<file path="config.mk">
export PLATFORM = sky130hd
export DESIGN_NAME = awgn_noise_adder
export DESIGN_NICKNAME = d
export VERILOG_FILES = /design/src/rtl/awgn_pkg.sv /design/src/rtl/awgn_sync_fifo.sv /design/src/rtl/awgn_noise_adder.sv
export SDC_FILE = /design/constraint.sdc
export NUM_CORES = 1
export LEC_CHECK = 0
export CELL_PAD_IN_SITES_DETAIL_PLACEMENT = 0
export CELL_PAD_IN_SITES_GLOBAL_PLACEMENT = 1
export CORE_UTILIZATION = 50
export CTS_CLUSTER_DIAMETER = 30
export CTS_CLUSTER_SIZE = 24
export DETAILED_ROUTE_END_ITERATION = 10
export MAX_ROUTING_LAYER = met4
export PLACE_DENSITY = 0.8
export SYNTH_ARGS = -nofsm -noshare
export SYNTH_HDL_FRONTEND = slang
export SYNTH_HIERARCHICAL = 1
export SYNTH_SLANG_ARGS = --single-unit
</file>
<file path="constraint.sdc">
create_clock -name clk -period 8.1 [get_ports clk]
set_input_delay 1.215 -clock clk [delete_from_list [all_inputs] [get_ports clk]]
set_output_delay 1.215 -clock clk [all_outputs]
set_load 0.005 [all_outputs]
</file>
<file path="src/rtl/awgn_pkg.sv">
// rtl/awgn_pkg.sv - shared sample/sigma types and fixed-point constants for the AWGN adder
package awgn_pkg;
   typedef logic signed [15:0] sample_t;
   typedef logic        [15:0] sigma_t;

   localparam int      SAMPLE_FRAC = 11;
   localparam int      SIGMA_FRAC  = 12;
   localparam sample_t SAMPLE_MAX  = 16'sh7FFF;
   localparam sample_t SAMPLE_MIN  = 16'sh8000;
endpackage

</file>
<file path="src/rtl/awgn_sync_fifo.sv">
// rtl/awgn_sync_fifo.sv - single-clock FIFO with occupancy count, full and empty
module awgn_sync_fifo #(
   parameter int DEPTH = 8,
   parameter int W     = 16
) (
   input  logic                       clk_i,
   input  logic                       rstn_i,
   input  logic                       push_i,
   input  logic [W-1:0]               push_data_i,
   input  logic                       pop_i,
   output logic [W-1:0]               pop_data_o,
   output logic [$clog2(DEPTH):0]     count_o,
   output logic                       full_o,
   output logic                       empty_o
);
   localparam int AW = $clog2(DEPTH);

   logic [W-1:0]  mem_q [DEPTH];
   logic [AW-1:0] wr_ptr_q;
   logic [AW-1:0] rd_ptr_q;
   logic [AW:0]   count_q;
   logic [AW:0]   count_d;
   logic          wr_en;
   logic          rd_en;

   assign full_o     = (count_q == (AW+1)'(DEPTH));
   assign empty_o    = (count_q == '0);
   assign count_o    = count_q;
   assign pop_data_o = mem_q[rd_ptr_q];

   // A pop in the same cycle frees the slot, so a push at full still lands.
   assign wr_en = push_i && (!full_o || pop_i);
   assign rd_en = pop_i && !empty_o;

   always_comb begin
      count_d = count_q;
      if (wr_en && !rd_en) begin
         count_d = count_q + (AW+1)'(1);
      end else if (rd_en && !wr_en) begin
         count_d = count_q - (AW+1)'(1);
      end
   end

   always_ff @(posedge clk_i) begin
      if (wr_en) begin
         mem_q[wr_ptr_q] <= push_data_i;
      end
   end

   always_ff @(posedge clk_i or negedge rstn_i) begin
      if (!rstn_i) begin
         wr_ptr_q <= '0;
         rd_ptr_q <= '0;
         count_q  <= '0;
      end else begin
         if (wr_en) wr_ptr_q <= wr_ptr_q + AW'(1);
         if (rd_en) rd_ptr_q <= rd_ptr_q + AW'(1);
         count_q <= count_d;
      end
   end
endmodule

</file>
<file path="src/rtl/awgn_noise_adder.sv">
// rtl/awgn_noise_adder.sv - buffers generator noise, scales it by sigma and adds it to the signal stream
module awgn_noise_adder
   import awgn_pkg::*;
#(
   parameter int FIFO_DEPTH = 8,
   parameter int CE_MARGIN  = 4,
   parameter int SAT_CNT_W  = 16
) (
   input  logic                 clk,
   input  logic                 rstn,
   output logic                 noise_ce,
   input  logic                 noise_valid,
   input  logic [15:0]          noise_data,
   input  logic [15:0]          sigma,
   input  logic                 sig_valid,
   output logic                 sig_ready,
   input  logic [15:0]          sig_data,
   output logic                 out_valid,
   input  logic                 out_ready,
   output logic [15:0]          out_data,
   output logic [SAT_CNT_W-1:0] sat_count,
   output logic                 noise_ovf
);
   localparam int CNT_W     = $clog2(FIFO_DEPTH) + 1;
   localparam int PROD_FRAC = SAMPLE_FRAC + SIGMA_FRAC;
   localparam int SHIFT     = PROD_FRAC - SAMPLE_FRAC;
   localparam logic signed [32:0] ROUND_BIAS = 33'(2 ** (SHIFT - 1));
   localparam logic signed [33:0] SUM_MAX    = 34'(SAMPLE_MAX);
   localparam logic signed [33:0] SUM_MIN    = 34'(SAMPLE_MIN);

   logic [CNT_W-1:0]   fifo_count;
   logic               fifo_full;
   logic               fifo_empty;
   logic [15:0]        fifo_data;
   logic               adv;
   logic               accept;

   logic               noise_ce_q, noise_ce_d;
   logic               noise_ovf_q;
   logic               s1_valid_q;
   sample_t            s1_sig_q, s1_noise_q;
   logic               s2_valid_q;
   sample_t            s2_sig_q;
   logic signed [32:0] s2_prod_q, prod_d;
   logic               out_valid_q;
   sample_t            out_data_q, out_data_d;
   logic [SAT_CNT_W-1:0] sat_count_q, sat_count_d;

   logic signed [32:0] rounded;
   logic signed [33:0] sum;
   logic               clip;

   // Single stall enable: every stage moves together, so pairing stays 1:1.
   assign adv       = !out_valid_q || out_ready;
   assign sig_ready = adv && !fifo_empty;
   assign accept    = sig_valid && sig_ready;

   awgn_sync_fifo #(
      .DEPTH(FIFO_DEPTH),
      .W    (16)
   ) u_noise_fifo (
      .clk_i      (clk),
      .rstn_i     (rstn),
      .push_i     (noise_valid),
      .push_data_i(noise_data),
      .pop_i      (accept),
      .pop_data_o (fifo_data),
      .count_o    (fifo_count),
      .full_o     (fifo_full),
      .empty_o    (fifo_empty)
   );

   always_comb begin
      noise_ce_d  = (int'(fifo_count) + 1) <= (FIFO_DEPTH - CE_MARGIN);
      prod_d      = 33'(s1_noise_q) * $signed({17'b0, sigma});
      rounded     = (s2_prod_q + ROUND_BIAS) >>> SHIFT;
      sum         = 34'(s2_sig_q) + 34'(rounded);
      clip        = 1'b0;
      out_data_d  = sample_t'(sum[15:0]);
      if (sum > SUM_MAX) begin
         out_data_d = SAMPLE_MAX;
         clip       = 1'b1;
      end else if (sum < SUM_MIN) begin
         out_data_d = SAMPLE_MIN;
         clip       = 1'b1;
      end
      sat_count_d = sat_count_q;
      if (s2_valid_q && clip && (sat_count_q != '1)) begin
         sat_count_d = sat_count_q + SAT_CNT_W'(1);
      end
   end

   always_ff @(posedge clk or negedge rstn) begin
      if (!rstn) begin
         noise_ce_q  <= 1'b0;
         noise_ovf_q <= 1'b0;
         s1_valid_q  <= 1'b0;
         s1_sig_q    <= '0;
         s1_noise_q  <= '0;
         s2_valid_q  <= 1'b0;
         s2_sig_q    <= '0;
         s2_prod_q   <= '0;
         out_valid_q <= 1'b0;
         out_data_q  <= '0;
         sat_count_q <= '0;
      end else begin
         noise_ce_q  <= noise_ce_d;
         noise_ovf_q <= noise_ovf_q | (noise_valid && fifo_full && !accept);
         if (adv) begin
            s1_valid_q  <= accept;
            if (accept) begin
               s1_sig_q   <= sig_data;
               s1_noise_q <= fifo_data;
            end
            s2_valid_q  <= s1_valid_q;
            s2_sig_q    <= s1_sig_q;
            s2_prod_q   <= prod_d;
            out_valid_q <= s2_valid_q;
            if (s2_valid_q) begin
               out_data_q <= out_data_d;
            end
            sat_count_q <= sat_count_d;
         end
      end
   end

   assign noise_ce  = noise_ce_q;
   assign noise_ovf = noise_ovf_q;
   assign out_valid = out_valid_q;
   assign out_data  = out_data_q;
   assign sat_count = sat_count_q;
endmodule

</file>
==> impl_summary.log, run 1 <==
INFO  metric final_max_slew_viol_count = 0
INFO  metric postCtsSetupBuffers = 0
INFO  metric yosys.cell_types.count = 71
INFO  metric floorplan.initialDensity = between 50 and 60%
INFO  metric clock-sinks = around 250
INFO  metric seq_area_frac_synth = a little over a third
INFO  metric synth_area_leader_cell = sky130_fd_sc_hd__fa_1
INFO  metric post_placement_cell_area = 20930 sq um
INFO  metric cts_hold_buffers = 0
INFO  metric areaGrowthSynthToFinish = 16.51%
INFO  metric gp_congestion = around 0.9
INFO  metric worstMarginPinSlew = between 1 and 1.5 ns
INFO  metric floorplan.io_pins = 89
INFO  metric asyncSetResetFlopFracSynth = between 40% and 50%
INFO  metric avgViaCountPerCell = between 5 and 6
INFO  metric startpoint = sigma[3]
INFO  metric worst_ep_arrival_time = 7.67 ns
INFO  metric synth-xor-area-share = around 3.5%
INFO  metric unrepaired_setup_endpoints_after_global_routing = false
INFO  metric mean_area_per_synthesized_cell = 10.97 sq um
INFO  metric worst_setup_path_end_kind = register
INFO  metric netlist_top_cells_count = sky130_fd_sc_hd__inv_1 (257), sky130_fd_sc_hd__nand2_1 (249), sky130_fd_sc_hd__fa_1 (195)
INFO  metric detail-route-antenna-nets = 0
INFO  metric die_width = between 150 and 200 microns
INFO  metric number_of_cells_after_detailed_placement = roughly 2300
INFO  metric timing.final.crit_period = a little over 7 ns
INFO  metric postRouteWirelength = 42370 microns
INFO  metric setup.reg_to_reg.worst_slack = ~1.4 ns
INFO  metric drc = 0
INFO  metric cts.repair.resized = 0
INFO  metric synth.top_cell.area_share = 20.13%
INFO  metric port_buffers = 88
INFO  metric final_hold_viol_count = 0
INFO  metric cp_launch_type = input pin
INFO  metric num-fill-cells = around 3200
INFO  metric die-area = around 40000 sq um
INFO  metric num_vias = about 13000
INFO  metric worstPathMaxFanout = 11
INFO  metric synthAdderAreaFrac = between 20% and 30%
INFO  metric fin_nets = between 2000 and 2500
INFO  metric global_route_wire_length_before_repair = 70520 microns
INFO  metric reg2reg_to = s2_prod_q[26]
INFO  metric synthesis.instances = around 1800
INFO  metric crit_end = s2_prod_q[26]
INFO  metric drt-wirelength-per-cell = approximately 18 microns
INFO  metric antennaDiodeCount = 0
INFO  metric cts_max_level = 2
INFO  metric rows = between 70 and 80
INFO  metric synthFlopType = sky130_fd_sc_hd__edfxtp_1
INFO  metric first_iter_violations = ~650
INFO  metric clk_root_buffer_cell = sky130_fd_sc_hd__clkbuf_16
INFO  metric grt_max_degree = 67
INFO  metric synth_top_family_by_area = adder cells
INFO  metric synth.net_count = around 2200
INFO  metric timing.clock.skew = about 0.05 ns
INFO  metric postSynthRegisterBits = about 250
INFO  metric relative_slew_margins = between 20% and 30%
INFO  metric tritoncts = done
INFO  metric cp_data_required_time = ~8.5 ns
INFO  metric timing.setup.tns = 0 ns
INFO  metric final_min_period_over_clock_period = approximately nine tenths
INFO  metric maxClockFrequency = around 140 MHz
INFO  metric worst_skew_pair.late_latency = around 0.6 ns
INFO  metric core_area = approximately 38000 sq um
INFO  metric result_of_the_run = complete, no violations
INFO  metric grt_usage = 23.74%
INFO  metric clock_path_buffers = 3
INFO  metric maxCapViolCount = 0
INFO  metric crit_type = in2reg
INFO  metric synth-edff-count = about 130
INFO  metric cts_made_buffers = 48
INFO  metric final_layout_size_suffix_gt1_share = 11.54%
INFO  metric ys_top_cells_by_area = sky130_fd_sc_hd__fa_1 (20%), sky130_fd_sc_hd__edfxtp_1 (20%), sky130_fd_sc_hd__dfrtp_1 (15%)
INFO  metric yosys.cell_count.top_type = sky130_fd_sc_hd__inv_1
INFO  metric syn-cell-area = between 15000 and 20000 sq um
INFO  metric setup_violation_total_in_the_final_timing_report = 0
INFO  metric layoutNonFillerInstCount = roughly 2400
INFO  metric synthesized_area_fraction_occupied_by_ao_oa_aoi_and_oai_cells = 5.258%
INFO  metric antenna_violations_before_repair = 0
INFO  metric timing.hold.worst.class = reg2reg
INFO  metric reg2reg_depth = 22
INFO  metric synth.mux.area_fraction = 6.748%
INFO  metric die_height = between 150 and 200 microns
INFO  metric yosys.area_share.simple = approximately 13%
INFO  metric fin_area = around 23000 sq um
INFO  metric clk_pin_slew_worst_paths = about 0.050 ns
INFO  metric drt_pass1_iterations = 5
INFO  metric critical_path.reg2reg.startpoint = s1_noise_q[6]
INFO  metric yosysWarningCount = 6
INFO  metric vias_in_the_first_global_route = roughly 14000
INFO  metric global_route.overflow_total = 0
INFO  metric detailedPlacementHpwl = around 32000 microns
==> how the worst min path moves through the flow <==
stage | slack, ns | cells past startpoint | to | startpoint
CTS | 0.47 | 2 | s2_sig_q[11] | s1_sig_q[11]
detailed placement | 0.46 | 2 | s2_sig_q[11] | s1_sig_q[11]
finish | 0.47 | 2 | s2_sig_q[14] | s1_sig_q[14]
floorplan | 0.44 | 2 | s2_sig_q[0] | s1_sig_q[0]
global placement | 0.45 | 2 | s2_sig_q[3] | s1_sig_q[3]
global route | 0.50 | 2 | s2_sig_q[12] | s1_sig_q[12]
==> metal layers <==
metal / global-route usage (%) / wire length (microns) / vias up
li1: - / - / 6016
met1: 30.93 / 18860 / 6476
met2: 38.85 / 21070 / 265
met3: 3.374 / 1624 / 66
met4: 6.695 / 821 / 0
met5: - / 0 / -
==> per-stage QoR <==
stage               worst slack, ns  hold slack (ns)  util, %
floorplan                     1.120           0.4418        -
global placement             0.3890           0.4534    55.18
detailed placement           0.2801           0.4591    55.18
CTS                          0.8621           0.4732    59.57
global route                 0.5841           0.4966    59.57
finish                       0.8552           0.4677    59.57
==> cells by family (layout without fill, tap and decap cells) <==
| logic type | count (synthesis) | after routing |
|---|---|---|
| flip-flops | 245 | 245 |
| XOR/XNOR | 78 | 78 |
| adder cells (fa/ha/maj) | 342 | 342 |
| AND/OR/NAND/NOR | 537 | 537 |
| AO/OA/AOI/OAI | 157 | 157 |
| multiplexers | 84 | 84 |
| buffers and inverters | 325 | 464 |
==> registers in the layout, indices dropped and copies added (netlist names), 4 cells and up <==
register and cells:
s2_prod_q 22, u_noise_fifo/mem_q 128, s2_sig_q 16, s1_noise_q 16
out_data 16, u_noise_fifo/count_o 4, sat_count 16, s1_sig_q 16
==> critical path, cell delays in order <==
cell                              delay, ns
sky130_fd_sc_hd__clkdlybuf4s50_1       0.66
sky130_fd_sc_hd__and2_1                0.31
sky130_fd_sc_hd__fa_1                  0.54
sky130_fd_sc_hd__inv_1                 0.05
sky130_fd_sc_hd__fa_1                  0.48
sky130_fd_sc_hd__inv_1                 0.06
sky130_fd_sc_hd__fa_1                  0.53
sky130_fd_sc_hd__fa_1                  0.52
sky130_fd_sc_hd__fa_1                  0.55
sky130_fd_sc_hd__inv_1                 0.05
sky130_fd_sc_hd__fa_1                  0.52
sky130_fd_sc_hd__inv_1                 0.04
sky130_fd_sc_hd__ha_1                  0.35
sky130_fd_sc_hd__a211oi_1              0.31
sky130_fd_sc_hd__o21ai_0               0.22
sky130_fd_sc_hd__nand3b_1              0.15
sky130_fd_sc_hd__o211ai_1              0.13
sky130_fd_sc_hd__or2_2                 0.35
sky130_fd_sc_hd__a21o_1                0.21
sky130_fd_sc_hd__a21oi_1               0.18
sky130_fd_sc_hd__xor2_1                0.16
sky130_fd_sc_hd__o21ai_0               0.08
==> area by class of cell <==
class | count | area, sq um | area share (%)
repair buffers | 120 | 1119 | 4.950
well taps | 511 | 639.4 | 2.830
clock buffers | 55 | 1247 | 5.521
clock inverters | 30 | 417.9 | 1.849
inverters | 259 | 972.2 | 4.303
flip-flops and latches | 245 | 6773 | 29.97
multi-input cells | 1198 | 11430 | 50.57
==> placed cells by master, fill, tap and decap left out, types with 8 or more instances in the layout <==
| cell type | count |
|---|---|
| sky130_fd_sc_hd__inv_1 | 257 |
| sky130_fd_sc_hd__nand2_1 | 249 |
| sky130_fd_sc_hd__fa_1 | 195 |
| sky130_fd_sc_hd__ha_1 | 147 |
| sky130_fd_sc_hd__edfxtp_1 | 128 |
| sky130_fd_sc_hd__dfrtp_1 | 116 |
| sky130_fd_sc_hd__and2_1 | 114 |
| sky130_fd_sc_hd__clkdlybuf4s50_1 | 87 |
| sky130_fd_sc_hd__nor2_1 | 58 |
| sky130_fd_sc_hd__mux2_2 | 50 |
| sky130_fd_sc_hd__clkbuf_16 | 48 |
| sky130_fd_sc_hd__xnor2_1 | 45 |
| sky130_fd_sc_hd__a21oi_1 | 44 |
| sky130_fd_sc_hd__o21ai_0 | 38 |
| sky130_fd_sc_hd__xor2_1 | 33 |
| sky130_fd_sc_hd__buf_4 | 33 |
| sky130_fd_sc_hd__mux4_2 | 32 |
| sky130_fd_sc_hd__nand2b_1 | 22 |
| sky130_fd_sc_hd__nand3_1 | 15 |
| sky130_fd_sc_hd__o211ai_1 | 14 |
| sky130_fd_sc_hd__and3_1 | 13 |
| sky130_fd_sc_hd__nor3_1 | 13 |
| sky130_fd_sc_hd__nand4_1 | 11 |
| sky130_fd_sc_hd__a21o_1 | 11 |
| sky130_fd_sc_hd__o21bai_1 | 8 |
Power of run 1 is left out: the tool's default activity adds up to more than one toggle a clock period on the data nets, which glitch-free logic cannot reach.
==> inputs of run 2 (changes only) <==
--- a/config.mk
+++ b/config.mk
@@ -7,6 +7,7 @@
 export LEC_CHECK = 0
 export CELL_PAD_IN_SITES_DETAIL_PLACEMENT = 0
 export CELL_PAD_IN_SITES_GLOBAL_PLACEMENT = 1
+export CORE_MARGIN = 2
 export CORE_UTILIZATION = 50
 export CTS_CLUSTER_DIAMETER = 30
 export CTS_CLUSTER_SIZE = 24
==> impl_summary.log, run 2 (synthesis gave the netlist of run 1 again) <==
INFO  metric cts_made_buffers = 52 (was 48)
INFO  metric grt_max_degree = 66 (was 67)
INFO  metric clk_root_buffer_cell = sky130_fd_sc_hd__clkbuf_16 (unchanged)
INFO  metric grt.met2_usage = 36.81% (was 38.85%)
INFO  metric result_of_the_run = complete, no violations (unchanged)
INFO  metric final_max_slew_viol_count = 0 (unchanged)
INFO  metric largest_register = u_noise_fifo/mem_q (unchanged)
INFO  metric vias_in_the_first_global_route = 13510 (about the same)
INFO  metric cts_max_level = 2 (unchanged)
INFO  metric final_min_period_over_clock_period = 89.41% (was 89.44%)
INFO  metric antennaDiodeCount = 0 (unchanged)
INFO  metric detail-route-antenna-nets = 0 (unchanged)
INFO  metric timing.critical_path.mode_cell = sky130_fd_sc_hd__fa_1 (unchanged)
INFO  metric unrepaired_setup_endpoints_after_global_routing = false (unchanged)
INFO  metric layout_commonest_cell = sky130_fd_sc_hd__inv_1 (unchanged)
INFO  metric global_route.overflow_total = 0 (unchanged)
INFO  metric relative_slew_margins = 23.88% (was 21.21%)
INFO  metric gp_congestion = 0.8720 (was 0.8979)
INFO  metric grt_usage = 22.73% (was 23.74%)
INFO  metric timing.final.crit_period = 7.242 ns (was 7.245 ns)
INFO  metric postRouteWirelength = 42560 microns (was 42370 microns)
INFO  metric fin_nets = 2269 (was 2267)
INFO  metric floorplan.io_pins = 89 (unchanged)
INFO  metric max_stage_delay = 0.85 ns (was 0.66 ns)
INFO  metric cp_launch_type = input pin (unchanged)
INFO  metric layout_common_cells = sky130_fd_sc_hd__inv_1 (257), sky130_fd_sc_hd__nand2_1 (249), sky130_fd_sc_hd__fa_1 (195), sky130_fd_sc_hd__ha_1 (147), sky130_fd_sc_hd__edfxtp_1 (128) (unchanged)
INFO  metric tritoncts = done (unchanged)
INFO  metric die-area = 40380 sq um (was 39580 sq um)
INFO  metric met1_global_route_usage = 30.07% (was 30.93%)
INFO  metric drt-wirelength-per-cell = 17.49 microns (was 17.52 microns)
INFO  metric crit_type = in2reg (unchanged)
INFO  metric first_iter_violations = 506 (was 645)
INFO  metric critical_path_buf_inv_count = 6 (was 5)
INFO  metric global_route.peak_usage_layer = met2 (unchanged)
INFO  metric detailedPlacementHpwl = 31570 microns (was 31590 microns)
INFO  metric worstPathMaxFanout = 12 (was 11)
INFO  metric worst_setup_path_end_kind = register (unchanged)
INFO  metric cts.repair.resized = 0 (unchanged)
INFO  metric maxCapViolCount = 0 (unchanged)
INFO  metric cp_data_required_time = 8.54 ns (was 8.53 ns)
INFO  metric clock-sinks = 245 (unchanged)
INFO  metric core_area = 38470 sq um (was 37930 sq um)
INFO  metric gr_util_met3 = 3.506% (was 3.374%)
INFO  metric clock_path_buffers = 3 (unchanged)
INFO  metric areaGrowthSynthToFinish = 16.88% (was 16.51%)
INFO  metric biggestRegsByFlops = u_noise_fifo/mem_q: 128 flops, s2_prod_q: 22 flops (unchanged)
INFO  metric drt_pass1_iterations = 4 (was 5)
INFO  metric setup_violation_total_in_the_final_timing_report = 0 (unchanged)
INFO  metric worst_skew_pair.late_latency = 0.58 ns (was 0.59 ns)
INFO  metric floorplan.initialDensity = 50.42% (was 51.13%)
INFO  metric maxClockFrequency = 138.1 MHz (was 138.0 MHz)
INFO  metric slowest_stage = sky130_fd_sc_hd__clkdlybuf4s50_1 (unchanged)
INFO  metric cts_hold_buffers = 0 (unchanged)
INFO  metric antenna_violations_before_repair = 0 (unchanged)
INFO  metric clk_pin_slew_worst_paths = 0.05 ns (about the same)
INFO  metric crit_path_cell_trace = clkdlybuf4s50_1 -> nand2_1 -> fa_1 -> inv_1 -> fa_1 -> inv_1 -> fa_1 -> inv_1 -> fa_1 -> fa_1 -> inv_1 -> fa_1 -> inv_1 -> ha_1 -> a21o_1 -> a211oi_1 -> o21ai_0 -> nand3b_1 -> o211ai_1 -> or2_2 -> a21o_1 -> a21oi_1 -> xor2_1 -> o21ai_0 (was clkdlybuf4s50_1 -> and2_1 -> fa_1 -> inv_1 -> fa_1 -> inv_1 -> fa_1 -> fa_1 -> fa_1 -> inv_1 -> fa_1 -> inv_1 -> ha_1 -> a211oi_1 -> o21ai_0 -> nand3b_1 -> o211ai_1 -> or2_2 -> a21o_1 -> a21oi_1 -> xor2_1 -> o21ai_0)
INFO  metric final_layout_size_suffix_gt1_share = 11.69% (was 11.54%)
INFO  metric timing.critical_path.max_delay_family = adder cells (unchanged)
INFO  metric worst_ep_arrival_time = 7.69 ns (was 7.67 ns)
INFO  metric avgViaCountPerCell = 5.223 (was 5.303)
INFO  metric num_vias = 12710 (was 12820)
INFO  metric postCtsSetupBuffers = 0 (unchanged)
INFO  metric die_height = 200.9 microns (was 198.9 microns)
INFO  metric drc = 0 (unchanged)
INFO  metric timing.setup.tns = 0 ns (unchanged)
INFO  metric die_width = 200.9 microns (was 198.9 microns)
INFO  metric global_route_wire_length_before_repair = 70880 microns (was 70520 microns)
INFO  metric worstMarginPinSlew = 1.141 ns (was 1.181 ns)
INFO  metric timing.clock.skew = 0.03007 ns (was 0.04925 ns)
INFO  metric final_hold_viol_count = 0 (unchanged)
INFO  metric largest_register_ff_count = 128 (unchanged)
INFO  metric timing.hold.worst.class = reg2reg (unchanged)
INFO  metric rows = 72 (was 71)
INFO  metric port_buffers = 88 (unchanged)
==> run 2: worst paths after layout <==
check	startpoint	slack [ns]	depth (start not counted)	to
worst max-delay path	sigma[4]	0.86	24	s2_prod_q[26]
worst min-delay path	s1_sig_q[8]	0.46	2	s2_sig_q[8]
worst max register to register	s1_noise_q[3]	1.41	21	s2_prod_q[26]
worst min register to register	s1_sig_q[8]	0.46	2	s2_sig_q[8]
max in group asynchronous	rstn	6.07	2	u_noise_fifo/rd_ptr_q[0]
min in group asynchronous	rstn	0.68	1	out_data[8]
==> run 2: through the flow <==
stage / worst slack (ns) / instance area [sq um] / utilization [%] / instances / hold slack, ns
floorplan: 1.120 / 19390 / - / 1768 / 0.4418
global placement: 0.3684 / 20920 / 54.39 / 2338 / 0.4527
detailed placement: 0.3206 / 20920 / 54.39 / 2338 / 0.4551
CTS: 0.8922 / 22670 / 58.93 / 2434 / 0.4600
global route: 0.4878 / 22670 / 58.93 / 2434 / 0.4832
finish: 0.8579 / 22670 / 58.93 / 2434 / 0.4572
==> run 2: cell type report <==
cell class / instances / area (sq um)
clock buffer: 62 / 1359
clock inverter: 34 / 384.1
fill: 3247 / 15800
inverter: 259 / 972.2
multi-input combinational: 1198 / 11430
sequential: 245 / 6773
tap: 518 / 648.1
timing repair buffer: 118 / 1104
==> run 2: worst min-delay path, delay by kind of cell (launching register included) <==
family,cells,cell delay [ns]
DFF,1,0.33
and+or+nand+nor,2,0.10
==> run 2: routing by layer <==
metal / part of all wire (%) / routed length [microns] / vias up
li1: - / - / 6027
met1: 45 / 19100 / 6383
met2: 49 / 20760 / 241
met3: 4.4 / 1863 / 61
met4: 2.0 / 834 / 0
met5: 0 / 0 / -
Power of run 2 is left out for the same reason.
==> inputs of run 3 (changes only) <==
--- a/config.mk
+++ b/config.mk
@@ -12,8 +12,10 @@
 export CTS_CLUSTER_DIAMETER = 30
 export CTS_CLUSTER_SIZE = 24
 export DETAILED_ROUTE_END_ITERATION = 10
+export GPL_ROUTABILITY_DRIVEN = 0
 export MAX_ROUTING_LAYER = met4
 export PLACE_DENSITY = 0.8
+export SKIP_CTS_REPAIR_TIMING = 1
 export SYNTH_ARGS = -nofsm -noshare
 export SYNTH_HDL_FRONTEND = slang
 export SYNTH_HIERARCHICAL = 1
==> results of run 3 <==
The final DEF is identical to that of run 2; final timing and power are the same.
Power of run 3 is left out for the same reason.
